<file path="config.mk">
export PLATFORM = sky130hd
export DESIGN_NAME = rv_iopmp_dl_seq
export DESIGN_NICKNAME = d
export VERILOG_FILES = /design/src/rtl/rv_iopmp_dl_seq.sv
export SDC_FILE = /design/constraint.sdc
export NUM_CORES = 1
export LEC_CHECK = 0
export ABC_AREA = 1
export CORE_AREA = 8 8 153 155
export DETAILED_ROUTE_END_ITERATION = 8
export DIE_AREA = 0 0 161 163
export PLACE_DENSITY = 0.46
export SYNTH_ARGS = -nofsm -noshare
export SYNTH_HDL_FRONTEND = slang
export SYNTH_SLANG_ARGS = --single-unit
</file>
<file path="constraint.sdc">
create_clock -name clk_i -period 2.84 [get_ports clk_i]
set_input_delay 0.568 -clock clk_i [delete_from_list [all_inputs] [get_ports clk_i]]
set_output_delay 0.568 -clock clk_i [all_outputs]
set_load 0.05 [all_outputs]
</file>
<file path="src/rtl/rv_iopmp_dl_seq.sv">
// Sequential IOPMP decision logic: scans the priority-ordered entry table ENTRIES_PER_CYCLE entries per cycle.
// Optional sticky error capture is enabled with `define RV_IOPMP_DL_ERR_CAPTURE_EN.
package rv_iopmp_pkg;
  typedef enum logic [1:0] {ACCESS_READ = 2'd0, ACCESS_WRITE = 2'd1, ACCESS_EXEC = 2'd2} access_t;
  typedef struct packed { logic [15:0] md; } srcmd_entry_t;
  typedef struct packed { logic [15:0] t; } mdcfg_entry_t;
  typedef struct packed { logic [31:0] addr; logic [1:0] mode; logic x; logic w; logic r; } entry_t;
endpackage

module rv_iopmp_dl_seq #(
  parameter int SID_WIDTH         = 8,
  parameter int NUMBER_MDS        = 2,
  parameter int NUMBER_ENTRIES    = 8,
  parameter int NUMBER_MASTERS    = 2,
  parameter int ENTRIES_PER_CYCLE = 2
) (
  input  logic                          clk_i,
  input  logic                          rst_i,
  input  logic                          enable_i,
  input  logic                          req_valid_i,
  output logic                          req_ready_o,
  input  logic [SID_WIDTH-1:0]          sid_i,
  input  rv_iopmp_pkg::access_t         access_type_i,
  input  logic [NUMBER_ENTRIES-1:0]     entry_match_i,
  input  logic [NUMBER_ENTRIES-1:0]     entry_allow_i,
  input  rv_iopmp_pkg::srcmd_entry_t    srcmd_table_i [NUMBER_MASTERS],
  input  rv_iopmp_pkg::mdcfg_entry_t    mdcfg_table_i [NUMBER_MDS],
  input  rv_iopmp_pkg::entry_t          entry_table_i [NUMBER_ENTRIES],
  output logic                          rsp_valid_o,
  input  logic                          rsp_ready_i,
  output logic                          allow_transaction_o,
  output logic                          err_transaction_o,
  output logic [2:0]                    err_type_o,
  output logic [15:0]                   err_entry_index_o,
  output logic                          busy_o
`ifdef RV_IOPMP_DL_ERR_CAPTURE_EN
  ,
  output logic                          err_valid_o,
  input  logic                          err_clear_i,
  output logic [2:0]                    err_cap_type_o,
  output logic [15:0]                   err_cap_index_o
`endif
);
  localparam int  NC      = NUMBER_ENTRIES / ENTRIES_PER_CYCLE;
  localparam int  KW      = (NC > 1) ? $clog2(NC) : 1;
  localparam int  IW      = (NUMBER_ENTRIES > 1) ? $clog2(NUMBER_ENTRIES) : 1;
  localparam int  MW      = (NUMBER_MASTERS > 1) ? $clog2(NUMBER_MASTERS) : 1;
  localparam bit  SE_MODE = (NUMBER_MASTERS == 1);

  typedef enum logic [1:0] {IDLE, SCAN, RESP} state_t;

  state_t                      state;
  logic [KW-1:0]               k_q;
  logic                        fin_q;
  logic [SID_WIDTH-1:0]        sid_q;
  rv_iopmp_pkg::access_t       acc_q;
  logic [NUMBER_ENTRIES-1:0]   match_q;
  logic [NUMBER_ENTRIES-1:0]   allow_q;
  logic                        res_allow;
  logic [2:0]                  res_type;
  logic [15:0]                 res_index;

  logic [NUMBER_MDS-1:0]       sid_mds;
  logic [15:0]                 bound [NUMBER_MDS+1];
  logic [NUMBER_ENTRIES-1:0]   eligible;
  logic                        hit;
  logic [IW-1:0]               win;
  logic [2:0]                  deny_code;
  logic                        unused_fold;

  always_comb begin
    sid_mds = '0;
    if (!SE_MODE) sid_mds = srcmd_table_i[sid_q[MW-1:0]].md[NUMBER_MDS-1:0];
    bound[0] = '0;
    for (int m = 0; m < NUMBER_MDS; m++) bound[m+1] = mdcfg_table_i[m].t;
  end

  // MD m owns entries in [mdcfg[m-1].t, mdcfg[m].t); SE mode ignores ownership.
  always_comb begin
    eligible = '0;
    for (int i = 0; i < NUMBER_ENTRIES; i++) begin
      logic in_dom;
      in_dom = SE_MODE;
      for (int m = 0; m < NUMBER_MDS; m++)
        if (sid_mds[m] && (16'(i) >= bound[m]) && (16'(i) < bound[m+1])) in_dom = 1'b1;
      eligible[i] = match_q[i] && in_dom;
    end
  end

  always_comb begin
    hit = 1'b0;
    win = '0;
    for (int j = ENTRIES_PER_CYCLE - 1; j >= 0; j--) begin
      int idx;
      idx = int'(k_q) * ENTRIES_PER_CYCLE + j;
      if (idx < NUMBER_ENTRIES && eligible[idx]) begin
        hit = 1'b1;
        win = IW'(idx);
      end
    end
  end

  always_comb begin
    case (acc_q)
      rv_iopmp_pkg::ACCESS_WRITE: deny_code = 3'h2;
      rv_iopmp_pkg::ACCESS_EXEC:  deny_code = 3'h3;
      default:                    deny_code = 3'h1;
    endcase
  end

  always_comb begin
    unused_fold = ^sid_q;
    for (int i = 0; i < NUMBER_MASTERS; i++) unused_fold = unused_fold ^ (^srcmd_table_i[i]);
    for (int i = 0; i < NUMBER_ENTRIES; i++) unused_fold = unused_fold ^ (^entry_table_i[i]);
  end

  // fin_q marks a decided verdict; the following SCAN cycle hands it over to RESP.
  always_ff @(posedge clk_i) begin
    if (rst_i) begin
      state     <= IDLE;
      k_q       <= '0;
      fin_q     <= 1'b0;
      sid_q     <= '0;
      acc_q     <= rv_iopmp_pkg::ACCESS_READ;
      match_q   <= '0;
      allow_q   <= '0;
      res_allow <= 1'b0;
      res_type  <= '0;
      res_index <= '0;
    end else begin
      case (state)
        IDLE: if (req_valid_i) begin
          sid_q     <= sid_i;
          acc_q     <= access_type_i;
          match_q   <= entry_match_i;
          allow_q   <= entry_allow_i;
          k_q       <= '0;
          state     <= SCAN;
          fin_q     <= 1'b0;
          res_allow <= 1'b0;
          res_type  <= '0;
          res_index <= '0;
          if (!enable_i) begin
            fin_q     <= 1'b1;
            res_allow <= 1'b1;
          end else if (!SE_MODE && (sid_i >= SID_WIDTH'(NUMBER_MASTERS))) begin
            fin_q    <= 1'b1;
            res_type <= 3'h6;
          end
        end
        SCAN: begin
          if (fin_q) begin
            state <= RESP;
          end else if (hit) begin
            fin_q <= 1'b1;
            if (allow_q[win]) begin
              res_allow <= 1'b1;
            end else begin
              res_type  <= deny_code;
              res_index <= 16'(win);
            end
          end else if (k_q == KW'(NC - 1)) begin
            fin_q    <= 1'b1;
            res_type <= 3'h5;
          end else begin
            k_q <= k_q + 1'b1;
          end
        end
        RESP: if (rsp_ready_i) begin
          state     <= IDLE;
          fin_q     <= 1'b0;
          res_allow <= 1'b0;
          res_type  <= '0;
          res_index <= '0;
        end
        default: state <= IDLE;
      endcase
    end
  end

  assign req_ready_o         = (state == IDLE) && !rst_i;
  assign busy_o              = (state != IDLE);
  assign rsp_valid_o         = (state == RESP);
  assign allow_transaction_o = rsp_valid_o && res_allow;
  assign err_transaction_o   = rsp_valid_o && !res_allow;
  assign err_type_o          = rsp_valid_o ? res_type : 3'h0;
  assign err_entry_index_o   = rsp_valid_o ? res_index : 16'h0;

`ifdef RV_IOPMP_DL_ERR_CAPTURE_EN
  logic deny_hs;
  assign deny_hs = rsp_valid_o && rsp_ready_i && !res_allow;

  // Capture happens on the denied response handshake; a coincident clear yields to the new error.
  always_ff @(posedge clk_i) begin
    if (rst_i) begin
      err_valid_o     <= 1'b0;
      err_cap_type_o  <= '0;
      err_cap_index_o <= '0;
    end else if (deny_hs && (!err_valid_o || err_clear_i)) begin
      err_valid_o     <= 1'b1;
      err_cap_type_o  <= res_type;
      err_cap_index_o <= res_index;
    end else if (err_clear_i) begin
      err_valid_o     <= 1'b0;
      err_cap_type_o  <= '0;
      err_cap_index_o <= '0;
    end
  end
`endif
endmodule

</file>
==> results of run 1 <==
-- power groups by stage --
stage / logic, mW / clock network (mW) / registers (mW)
finish: 1.50 / 0.521 / 0.664
global route: 1.66 / 0.571 / 0.687
CTS: 1.37 / 0.539 / 0.659
detailed placement: 1.36 / 0 / 0.668
global placement: 1.36 / 0 / 0.666
floorplan: 0.954 / 0 / 0.635
-- cells in the final DEF (no fill, tap or decap), types with 4 or more instances in the layout --
cell	instances
buf_4	16
nand2_4	10
conb_1	13
inv_1	51
nand2_2	11
a21oi_1	19
ha_1	7
dfxtp_1	31
clkdlybuf4s50_1	63
o21ai_0	22
nand4_1	8
nor2_2	17
nand3_1	13
dlymetal6s2s_1	13
nor2_1	60
clkbuf_16	5
a211oi_1	4
nand3_4	6
nor2_4	10
nand3_2	11
nand2_1	67
-- cells by family (layout without fill, tap and decap cells) --
kind of cell    Yosys count  after routing  synth area share
buf+inv                  75            156             0.139
compound gates           59             59             0.134
flops                    31             31             0.259
simple gates            220            221             0.430
fa+ha+maj                 7              7            0.0366
other cells               1             13           0.00157
-- through the flow --
step                setup slack [ns]  setup TNS (ns)  cell area (sq um)
floorplan                      0.373               0               2440
global placement              -0.159          -0.936               3530
detailed placement            -0.156          -0.952               3530
CTS                           0.0713               0               3670
global route                 -0.0450          -0.109               4020
finish                         0.135               0               4020
-- area by class of cell --
| type | count | share of cell area |
|---|---|---|
| tap | 275 | 0.0857 |
| multi-input combinational | 300 | 0.439 |
| clock inverter | 2 | 0.00312 |
| sequential | 31 | 0.155 |
| inverter | 54 | 0.0505 |
| timing repair buffer | 94 | 0.235 |
| clock buffer | 6 | 0.0321 |
-- worst register-to-register path: stages (launching register included) --
cell and delay, ns:
dfxtp_1 0.56, inv_1 0.26, nand2_1 0.15, a21oi_2 0.04
nand2_2 0.08, nand2_1 0.07, nor2_2 0.17, nor2_4 0.09
nand2_4 0.10, nand2_2 0.05, nand3_2 0.09, nand3_4 0.09
nand2_4 0.11, nand3_4 0.09, nand4_1 0.13, nand2_1 0.07
nor2_1 0.12
-- worst paths after layout --
path	to	slack, ns	from
hold / removal	res_index[0]	0.46	res_index[0]
hold reg to reg	res_index[0]	0.46	res_index[0]
setup / recovery	res_type[0]	0.14	mdcfg_table_i[26]
setup reg to reg	res_type[0]	0.51	k_q[0]
-- repair_timing --
action	in CTS	in global routing
setup endpoints to repair	0	9
resized for setup	0	81
hold endpoints to repair	0	0
setup buffers	0	4
-- routing by layer --
metal  up-vias  global-route usage
met5         -                   0
met2        72              0.0940
li1       1412                   -
met3         2              0.0276
met1      1138              0.0758
met4         0              0.0164
-- sequential cells by signal, summed over array words and instances, names as in the netlist --
signal and cells:
state 2, fin_q 1, acc_q 2, match_q 8, res_type 3, allow_q 8
res_index 3, k_q 2, res_allow 1, sid_q 1
==> impl_metrics.toml, run 1 <==
[synthesis]
synth_edf_count = 0
synth.area.top_cells = "dfxtp_1, nand2_1, nor2_1"
ys.warnings.count = 0
synth_flop_cell = "dfxtp_1"
synth.most_common_cell = "nand2_1"
synth_cell_types = 34
avgSynthCellArea_sq_um = 6.09
yosys.area.top_type = "dfxtp_1"
synth.ff_latch_count = 31
synthTopCellsByCount = "nand2_1, nor2_1, inv_1, dfxtp_1"
netlist.area_leader.share = 0.259
synthArstFlopShare = 0
synth_area_sq_um = 2390
synth_cells = 393
seq_area_frac_synth = 0.259

[floorplan]
io_pins = 415
rows = 53
initial_core_util = 0.115
die_width_um = 161
core_area_sq_um = 20800
dieArea_sq_um = 26200
die_h_um = 163

[route]
drt-vias-per-instance = 3.44
wl_per_cell_um = 10.7
met2_length_um = 3510
drt_iter0_markers = 106
drt-total-wl_um = 8130
drc = 0
vias = 2624
met3_length_um = 629
met1Wirelength_um = 3930
dr.max_layer_used = "met4"
drt-pass1-iter-count = 4
ant_nets = 0

[power_and_ir_drop]
sw_frac_of_total = 0.458
p_sw_mw = 1.23
pwr-share-clk = 0.194
p_int_mw = 1.46
p_seq_frac = 0.247
comb_power_share = 0.559
totalPowerFinal_mw = 2.69
ir_drop_mv = 0.265
p_leak_nw = 1.84
power.density_nw_per_um2 = 669

[status]
status = "finished, final reports clean"

[clock_network]
cts_buffers = 5
cts_tree = "yes"
clkSlewWorstSetupHoldPaths_ns = 0.06
clockBufferDepth = 2
holdBufCountCts = 0
htree_levels = 2
cts_num_sinks = 31
insertion_delay_ns = 0.28
root_buffer = "clkbuf_16"

[worst_setup_path]
cp_max_fo = 5
required_ns = 3.01
crit_buf_inv = 1
cp_top_family = "simple AND/OR/NAND/NOR gates"
crit_chain = "clkdlybuf4s50_1 > nor2_4 > nand2_4 > nor2_8 > nand3_4 > nor2_4 > nor2_2 > nor2_2 > nor2_4 > nor2_4 > nand2_4 > nand2_2 > nand3_2 > nand3_4 > nand2_4 > nand3_4 > nand4_1 > nand2_1 > nor2_1"
startpoint_type = "primary input"
cpMostUsedCell = "nor2_4"
worstSetupPathType = "primary input to flop"
r2r_cells = 16
cp.depth = 19
worstPathArrival_ns = 2.88
max_stage_delay_ns = 0.44
crit_path_end_kind = "flop"
crit_slowest_cell = "clkdlybuf4s50_1"

[sta]
hold_violations = 0
tightest_slew_ns = 0.643
drv_slew = 0
fmax_ghz = 0.370
finalCritPeriodShare = 0.952
maxSlewHeadroom = 0.571
fin_skew_ns = 0.00833
whs_ns = 0.463
setup_viol = 0
fin_crit_ns = 2.70

[finish]
multi_input_area_sq_um = 1760
antenna_cells = 0
instances_no_fill = 762
area_growth_pct = 67.9
final_util = 0.193
regArea_sq_um = 621
drive_above_1_share = 0.205
nFillCells = 2434
nNetsFinal = 884

[place]
numPortBuffers = 77
place_congestion = 0.763
dp_hpwl_um = 6510
numPlacedInstances = 749

[min_path]
hold_path_class = "flop to flop"
min_path_cells = 2

[global_routing]
grt_max_degree = 24
track_usage = 0.0610
grt_overflow_total = 0
antenna_found_initial = 0
grt_pass1_wl_um = 13200
grt_pass1_vias = 2715

[flow_run]
max-cap-violations = 0
(Power assumes the default switching activity.)
==> run 2, diff against run 1 <==
- ABC_AREA: 1 -> default
- CORE_AREA: 8 8 153 155 -> 2 2 159 161
- PLACE_DENSITY: 0.46 -> 0.4
- SLEW_MARGIN: default -> 20
==> run 2 against run 1 <==
The flow now finishes with violations (setup timing). Routed wire length is 6.7% higher. Final area hardly changed. Clock power is 1% higher. Total power is 10% lower. Via count is 5.3% lower. Worst setup slack worse by 0.54 ns. Critical path type unchanged. Flip-flop and latch count stayed put. Worst hold slack worse by 0.010 ns. Cell count is 3.1% lower. Fmax is 17% lower. Highest routed layer unchanged.
==> impl_metrics.toml, run 2 <==
[synthesis]
synth.most_common_cell = "nand2_1"
netlist.area_leader.share = 0.277
synth_flop_cell = "dfxtp_1"
ys.warnings.count = 0
synth_cell_types = 52
synth.area.top_cells = "dfxtp_1, nand2_1, a21oi_1"
seq_area_frac_synth = 0.277
yosys.area.top_type = "dfxtp_1"
synth.ff_latch_count = 31
avgSynthCellArea_sq_um = 7.65
synth_area_sq_um = 2240
synth_edf_count = 0
synthArstFlopShare = 0
synth_cells = 293
synthTopCellsByCount = "nand2_1, dfxtp_1, a21oi_1, nor2_1, buf_4"

[sta]
maxSlewHeadroom = 0.664
setup_viol = 7
fin_setup_tns_ns = -2.48
finalCritPeriodShare = 1.14
grt_setup_unrepaired = "yes"
hold_violations = 0
drv_slew = 0
postLayoutSetupSlackWorst_ns = -0.402
tightest_slew_ns = 0.502
fin_crit_ns = 3.24
fin_skew_ns = 0.00480
fmax_ghz = 0.308

[route]
wl_per_cell_um = 11.8
drt-pass1-iter-count = 4
dr.max_layer_used = "met4"
met1Wirelength_um = 4140
drc = 0
met2_length_um = 3940
drt_iter0_markers = 93
drt-total-wl_um = 8680
vias = 2484
ant_nets = 0
met3_length_um = 468
drt-vias-per-instance = 3.37

[place]
dpl_worst_slack_ns = -1.20
dp_hpwl_um = 7020
numPortBuffers = 77
place_congestion = 0.792

[worst_setup_path]
crit_chain = "clkdlybuf4s50_1 > mux2_4 > o211a_1 > o311a_4 > o32ai_4 > buf_4 > mux2i_2 > a2111oi_4 > nor2_2 > a221o_1 > a32o_1"
r2r_cells = 12
crit_buf_inv = 2
crit_slowest_cell = "clkdlybuf4s50_1"
worstPathArrival_ns = 3.41
worstSetupPathType = "primary input to flop"
regToRegSetupSlack_ns = -0.34
cp_max_fo = 5
crit_path_end_kind = "flop"
cp_top_family = "compound AO/OA/AOI/OAI gates"
r2r-start = "sid_q[0]"
required_ns = 3.01
startpoint = "srcmd_table_i[16]"
max_stage_delay_ns = 0.42
cp.depth = 11
startpoint_type = "primary input"

[clock_network]
htree_levels = 2
cts_num_sinks = 31
holdBufCountCts = 0
clkSlewWorstSetupHoldPaths_ns = 0.05
root_buffer = "clkbuf_16"
insertion_delay_ns = 0.28
cts_buffers = 5
cts_tree = "yes"
clockBufferDepth = 2

[global_routing]
antenna_found_initial = 0
grt_max_degree = 22
grt_pass1_vias = 2452
track_usage = 0.0654
grt_overflow_total = 0
grt_pass1_wl_um = 13200

[floorplan]
io_pins = 415
rows = 58
core_area_sq_um = 24700
dieArea_sq_um = 26200
initial_core_util = 0.0908
die_width_um = 161
die_h_um = 163

[power_and_ir_drop]
ir_drop_mv = 0.405
p_leak_nw = 1.50
power.density_nw_per_um2 = 601
totalPowerFinal_mw = 2.42

[min_path]
hold_path_class = "flop to flop"
min_path_cells = 2
hold_path.startpoint = "allow_q[4]"

[finish]
largestRegisters = "allow_q (8), match_q (8)"
final_util = 0.163
area_growth_pct = 79.3
antenna_cells = 0
nFillCells = 2848
nNetsFinal = 805
layout_commonest_cell = "nand2_1"
drive_above_1_share = 0.245
final_cell_mix = "nand2_1, clkdlybuf4s50_1, buf_4"

[status]
violations = "setup timing"
status = "finished, violations left"

[flow_run]
max-cap-violations = 0
[run 2: cell types whose count changed after synthesis, sizes merged, moves of 6 or more]
cell / change
nand3: -23
nor4: +6
o21ai: -16
nor2: -64
mux2i: +9
nor3: +7
nand2: -30
inv: -40
and2: +11
[run 2: logic make-up (layout without fill, tap and decap cells)]
kind of cell	Yosys count	in the layout	share of synthesized area
and+or+nand+nor	131	131	0.284
AOI/OAI and AO/OA	74	74	0.259
buffers and inverters	37	140	0.0843
DFF	31	31	0.277
muxes	12	12	0.0553
adders and majority gates	7	7	0.0391
other	1	13	0.00167
[run 2: tightest hold or removal path, cell delays in order, from the launching register on]
cell and delay, ns:
dfxtp_1 0.30, nand2_1 0.05, a21oi_1 0.05
[run 2: path summary, 6_finish.rpt]
check / to
min: allow_q[4]
min reg2reg: allow_q[4]
max: res_type[0]
max reg2reg: res_type[0]
[run 2: metal layers]
metal | global-route usage | up-vias
li1 | - | 1243
met1 | 0.0844 | 1147
met2 | 0.106 | 86
met3 | 0.0173 | 8
met4 | 0.0215 | 0
met5 | 0 | -
[run 2: timing repair]
item / 4_1_cts / 5_1_grt
setup buffers: 4 / 4
setup endpoints to repair: 10 / 10
pin swaps: 21 / 22
endpoints found under the hold margin: 0 / 0
resized for setup: 90 / 27
[run 2: where the power goes]
part           switching, mW  total, mW  internal, mW
logic                  0.731       1.28         0.551
clock network          0.202      0.526         0.324
registers             0.0821      0.609         0.527
total                   1.01       2.42          1.40
[run 2: metrics by stage]
stage,hold WS [ns],instance area (sq um),instances
after floorplan,0.432,2310,305
after global placement,0.445,3630,722
after detailed placement,0.446,3630,722
after CTS,0.456,3850,734
after global routing,0.479,4020,738
final,0.452,4020,738
[run 2: final cells by class]
class                      instances  area [sq um]  area share
inverter                          13          48.8      0.0121
timing repair buffer             119          1090       0.271
clock inverter                     1          5.00     0.00125
tap                              330           413       0.103
clock buffer                       7           133      0.0330
sequential                        31           621       0.154
multi-input combinational        237          1710       0.426
